==> src/rtl/rv32_bus_pkg.sv <==
// Shared types for the rv32 bus arbiter: grant FSM states, grant ids and
// the request-arbitration rule used when the bus is free.
package rv32_bus_pkg;

  typedef enum logic [1:0] {
    IDLE        = 2'd0,
    GRANT_INSTR = 2'd1,
    GRANT_DATA  = 2'd2
  } bus_state_t;

  localparam logic INSTR = 1'b0;
  localparam logic DATA  = 1'b1;

  // On a tie the master that was not served last wins, so neither side can starve.
  function automatic bus_state_t arbitrate(input logic instr_req,
                                           input logic data_req,
                                           input logic last_grant);
    bus_state_t next_state;
    if (instr_req && data_req) begin
      next_state = (last_grant == INSTR) ? GRANT_DATA : GRANT_INSTR;
    end else if (instr_req) begin
      next_state = GRANT_INSTR;
    end else if (data_req) begin
      next_state = GRANT_DATA;
    end else begin
      next_state = IDLE;
    end
    return next_state;
  endfunction

endpackage

==> src/rtl/rv32_bus_arbiter.sv <==
// Two-master arbiter placing the rv32 instruction and data buses onto one
// single-port memory; the granted master's strobes pass straight through.
module rv32_bus_arbiter
  import rv32_bus_pkg::*;
(
  input  logic        clk,
  input  logic        reset,

  input  logic [31:0] instr_address_in,
  input  logic        instr_read_in,
  output logic [31:0] instr_read_value_out,
  output logic        instr_ready_out,

  input  logic [31:0] data_address_in,
  input  logic        data_read_in,
  input  logic        data_write_in,
  input  logic [3:0]  data_write_mask_in,
  input  logic [31:0] data_write_value_in,
  output logic [31:0] data_read_value_out,
  output logic        data_ready_out,

  output logic [31:0] mem_address_out,
  output logic        mem_read_out,
  output logic        mem_write_out,
  output logic [3:0]  mem_write_mask_out,
  output logic [31:0] mem_write_value_out,
  input  logic [31:0] mem_read_value_in,
  input  logic        mem_ready_in
);

  bus_state_t state_q, state_d;
  logic       last_grant_q, last_grant_d;
  logic       instr_req, data_req;

  assign instr_req = instr_read_in;
  assign data_req  = data_read_in | data_write_in;

  // A completed or abandoned grant hands the bus straight to a waiting peer;
  // only a completion is recorded in last_grant.
  always_comb begin
    // NOTE: every signal assigned here gets a default first so no path through the case infers a latch.
    state_d      = state_q;
    last_grant_d = last_grant_q;
    case (state_q)
      IDLE: begin
        state_d = arbitrate(instr_req, data_req, last_grant_q);
      end
      GRANT_INSTR: begin
        if (mem_ready_in) begin
          last_grant_d = INSTR;
          state_d      = data_req ? GRANT_DATA : IDLE;
        end else if (!instr_req) begin
          state_d = data_req ? GRANT_DATA : IDLE;
        end
      end
      GRANT_DATA: begin
        if (mem_ready_in) begin
          last_grant_d = DATA;
          state_d      = instr_req ? GRANT_INSTR : IDLE;
        end else if (!data_req) begin
          state_d = instr_req ? GRANT_INSTR : IDLE;
        end
      end
      default: begin
        state_d = IDLE;
      end
    endcase
  end

  always_ff @(posedge clk) begin
    // NOTE: state flops use non-blocking assignments so every flop samples pre-edge values.
    if (reset) begin
      state_q      <= IDLE;
      last_grant_q <= INSTR;
    end else begin
      state_q      <= state_d;
      last_grant_q <= last_grant_d;
    end
  end

  // Memory-side mux; address and data fields are don't-care while strobes are low.
  always_comb begin
    mem_address_out     = '0;
    mem_read_out        = 1'b0;
    mem_write_out       = 1'b0;
    mem_write_mask_out  = '0;
    mem_write_value_out = '0;
    case (state_q)
      GRANT_INSTR: begin
        mem_address_out = instr_address_in;
        mem_read_out    = instr_read_in;
      end
      GRANT_DATA: begin
        mem_address_out     = data_address_in;
        mem_read_out        = data_read_in;
        mem_write_out       = data_write_in;
        mem_write_mask_out  = data_write_mask_in;
        mem_write_value_out = data_write_value_in;
      end
      default: begin
      end
    endcase
  end

  assign instr_ready_out      = mem_ready_in && (state_q == GRANT_INSTR);
  assign data_ready_out       = mem_ready_in && (state_q == GRANT_DATA);
  assign instr_read_value_out = mem_read_value_in;
  assign data_read_value_out  = mem_read_value_in;

endmodule
==> config.mk <==
export PLATFORM = sky130hd
export DESIGN_NAME = rv32_bus_arbiter
export DESIGN_NICKNAME = d
export VERILOG_FILES = /design/src/rtl/rv32_bus_pkg.sv /design/src/rtl/rv32_bus_arbiter.sv
export SDC_FILE = /design/constraint.sdc
export NUM_CORES = 1
export LEC_CHECK = 0
export ABC_CLOCK_PERIOD_IN_PS = 1600
export CAP_MARGIN = 20
export CELL_PAD_IN_SITES_DETAIL_PLACEMENT = 1
export CELL_PAD_IN_SITES_GLOBAL_PLACEMENT = 2
export CORE_MARGIN = 2
export CORE_UTILIZATION = 10
export DETAILED_ROUTE_END_ITERATION = 8
export GPL_ROUTABILITY_DRIVEN = 1
export MAX_ROUTING_LAYER = met4
export PLACE_DENSITY = 0.95
export SYNTH_ARGS = -nofsm -noshare
export SYNTH_HDL_FRONTEND = slang
export SYNTH_SLANG_ARGS = --single-unit
==> constraint.sdc <==
create_clock -name clk -period 1.6 [get_ports clk]
set_input_delay 0.32 -clock clk [delete_from_list [all_inputs] [get_ports clk]]
set_output_delay 0.32 -clock clk [all_outputs]
set_load 0.03 [all_outputs]
==> summary.txt <==
Placement
  • Place WS: -234 ps
  • Placed Cells: ~510
  • Hpwl dp: approximately 6400 um
  • IO Port Bufs: 177
  • RePlAce Congestion: 0.824
  • Placed cell areas: 3040 um2

STA
  • Worst-margin pin slew: roughly 300 ps
  • Max Slew Vio Count: 0
  • Highest clock rate: 542 MHz
  • Slew margin rel.: 80.2%
  • Tcrit/Tclk final: 115%
  • Skew final: roughly 3.1 ps
  • Final hold vios: 0
  • Final WS setup: -245 ps
  • RSZ-0062 raised after global routing: true
  • Tmin final: around 1800 ps
  • Final setup fails: 72

Cells and area
  • Final instance area: 3830 um2
  • N_diodes: 0
  • Final nets: between 400 and 500
  • Area growth syn-to-layout: 158%
  • Post-route insts no fill: about 520
  • Layout cells sized above 1: 51.0%
  • Fill count: roughly 1.6k

Die
  • DIE AREA: 15,800 um2
  • Initial Util: 10.2%
  • Core Area: 14,500 um2
  • Chip Width: 126 um
  • Row Count: 44
  • Io pins: between 200 and 300
  • Vert. Die Dim: 126 um

Setup path
  • Critical Path Max Stage Delay: approximately 370 ps
  • Crit path max-delay family: buffers and inverters
  • Crit-path cells: inv_4 -> ha_4 -> buf_6 -> clkbuf_16 -> nor2b_2 -> buf_6
  • Crit path required time: about 1300 ps
  • Buf+Inv Stages, Crit Path: 4
  • Top cell by count, worst path: buf_6
  • Critical path peak fanout: 8
  • CP Data Arrival Time: 1520 ps
  • CP startpoint kind: register
  • Setup Crit Path Kind: register to output port
  • Critical Path Sink Type: output port
  • Slowest-stage cell, CP: dfxtp_4

Logic synthesis
  • Asr flop ratio synth: 0%
  • YS warnings: 0
  • Post-synthesis sequential element count: 3
  • Yosys top cell area share: 34.0%
  • Post-synth top cells: buf_4 (67), and2_1 (38), a22oi_1 (33), nor2b_1 (33)
  • Post-Syn Instances: 209
  • Most common cell in the netlist: buf_4
  • Syn avg cell area: 7.09 um2
  • Post-synth top area cell: buf_4
  • EDFF count, synth: 0
  • Synth Net Count: 351
  • Post-synthesis cell area: about 1500 um2
  • Ys flop type: dfxtp_1
  • Synth unique cells: 22
  • Seq/Total Area, Yosys: 4.05%
  • Area contributors post-synth: buf_4 (34%), a22oi_1 (17%), and2_1 (16%)

Flow run
  • Max Cap Viol: 0

CTS
  • Htree depth: 1
  • Clk_lat worst skew: 230 ps
  • CTS Sinks: 3
  • CTS Buf Count: 3
  • Clk pin slew, worst setup/hold paths: 30 ps
  • Hold buffers post-CTS: 0
  • TritonCTS clock tree: done
  • Maximum clock path buffer count: 2
  • Root Buffer: clkbuf_16

Power and ir drop
  • IR drop worst, VDD: 238 uV
  • Static leakage: 1.43 nW
  • Power per Cell Area: 713 nW/um2

Status
  • Failing checks: setup timing
  • Status: complete, but fails checks

Drt
  • WL/cell: 16.5 um
  • Detail Route Antenna Nets: 0
  • Vias per cell: between 3 and 4
  • Final wirelength: roughly 8600 um
  • Drt pass-1 iters: 4
  • Drt drc: 0
  • First DRT Iteration DRCs: 28
  • Vias: 1,905

Global route
  • Pin count of the biggest net entering global routing: 40
  • First-pass GRT wire length: ~12,000 um
  • GRT Util Overall: 10.3%
  • Vias in the first global route: 2,173
  • Grt ovf: 0
  • Initial antenna violation count: 0

Worst hold path
  • Hold Path Class: register to register
## timing repair
item / CTS / global route
pin swaps: 5 / 8
setup buffers: 5 / 1
gates resized for setup: 127 / 14
setup endpoints to repair: 72 / 72
cloned: 2 / 1
## layout by cell type, fill, tap and decap left out, types with 2 or more instances in the layout
cell,instances
a21oi_1,2
nor2b_4,20
ha_4,3
nor2_1,2
and2_1,36
buf_6,71
and2_4,2
clkdlybuf4s50_1,105
a22oi_2,28
clkbuf_16,4
a22oi_1,5
buf_12,9
o32ai_1,2
buf_16,2
buf_4,12
nor2b_2,13
## through the flow
step / setup TNS (ps) / util (%) / hold WS, ps / power [mW]
after floorplan: -2.43 / - / 392 / 1.25
after global placement: -934 / 21.0 / 515 / 1.69
after detailed placement: -6050 / 21.0 / 536 / 1.74
after CTS: -10510 / 25.7 / 540 / 2.65
after global routing: -14310 / 26.4 / 582 / 2.86
final: -9520 / 26.4 / 544 / 2.73
## power breakdown
group / switching (mW) / internal (mW) / total, mW
registers: 0.0121 / 0.0869 / 0.0990
clock network: 0.0727 / 0.329 / 0.402
logic: 1.02 / 1.21 / 2.23
total: 1.10 / 1.63 / 2.73
## registers in the layout (all words and copies together) (netlist names)
register and count:
last_grant_q 1, state_q 2
## worst min-delay path: cells and delay by family (launching register included)
| kind | cells | cell delay, ps |
|---|---|---|
| DFF | 1 | 360 |
| AOI/OAI and AO/OA | 1 | 80 |
| and+or+nand+nor | 1 | 70 |
## per-layer routing
metal | GRT usage (%) | up-vias | share of wire [%]
met1 | 11.2 | 897 | 37
met2 | 19.3 | 92 | 56
met4 | 3.01 | 0 | 2.3
met5 | - | - | 0
met3 | 1.57 | 25 | 5.0
li1 | - | 891 | -
## final cells by class
class | instances | area (um2) | share of cell area (%)
Timing Repair Buffer | 201 | 2220 | 57.9
Clock buffer | 4 | 78.8 | 2.06
Inverter | 3 | 13.8 | 0.360
Sequential cell | 3 | 65.1 | 1.70
Tap cell | 184 | 230 | 6.02
Multi-Input combinational cell | 124 | 1220 | 31.9
## final timing paths
kind | startpoint | to | slack, ps | cells past startpoint
max | state_q[0] | mem_address_out[22] | -240 | 6
min | last_grant_q | last_grant_q | 540 | 2
max reg2reg | state_q[1] | state_q[0] | 120 | 7
min reg2reg | last_grant_q | last_grant_q | 540 | 2
## cells by family after synthesis
kind of cell | Yosys count | share of synthesized area (%)
buffers and inverters | 82 | 38.3
AO/OA/AOI/OAI | 42 | 21.2
AND/OR/NAND/NOR | 78 | 33.1
adder cells (fa/ha/maj) | 4 | 3.38
flip-flops | 3 | 4.05
(Power assumes the default switching activity.)
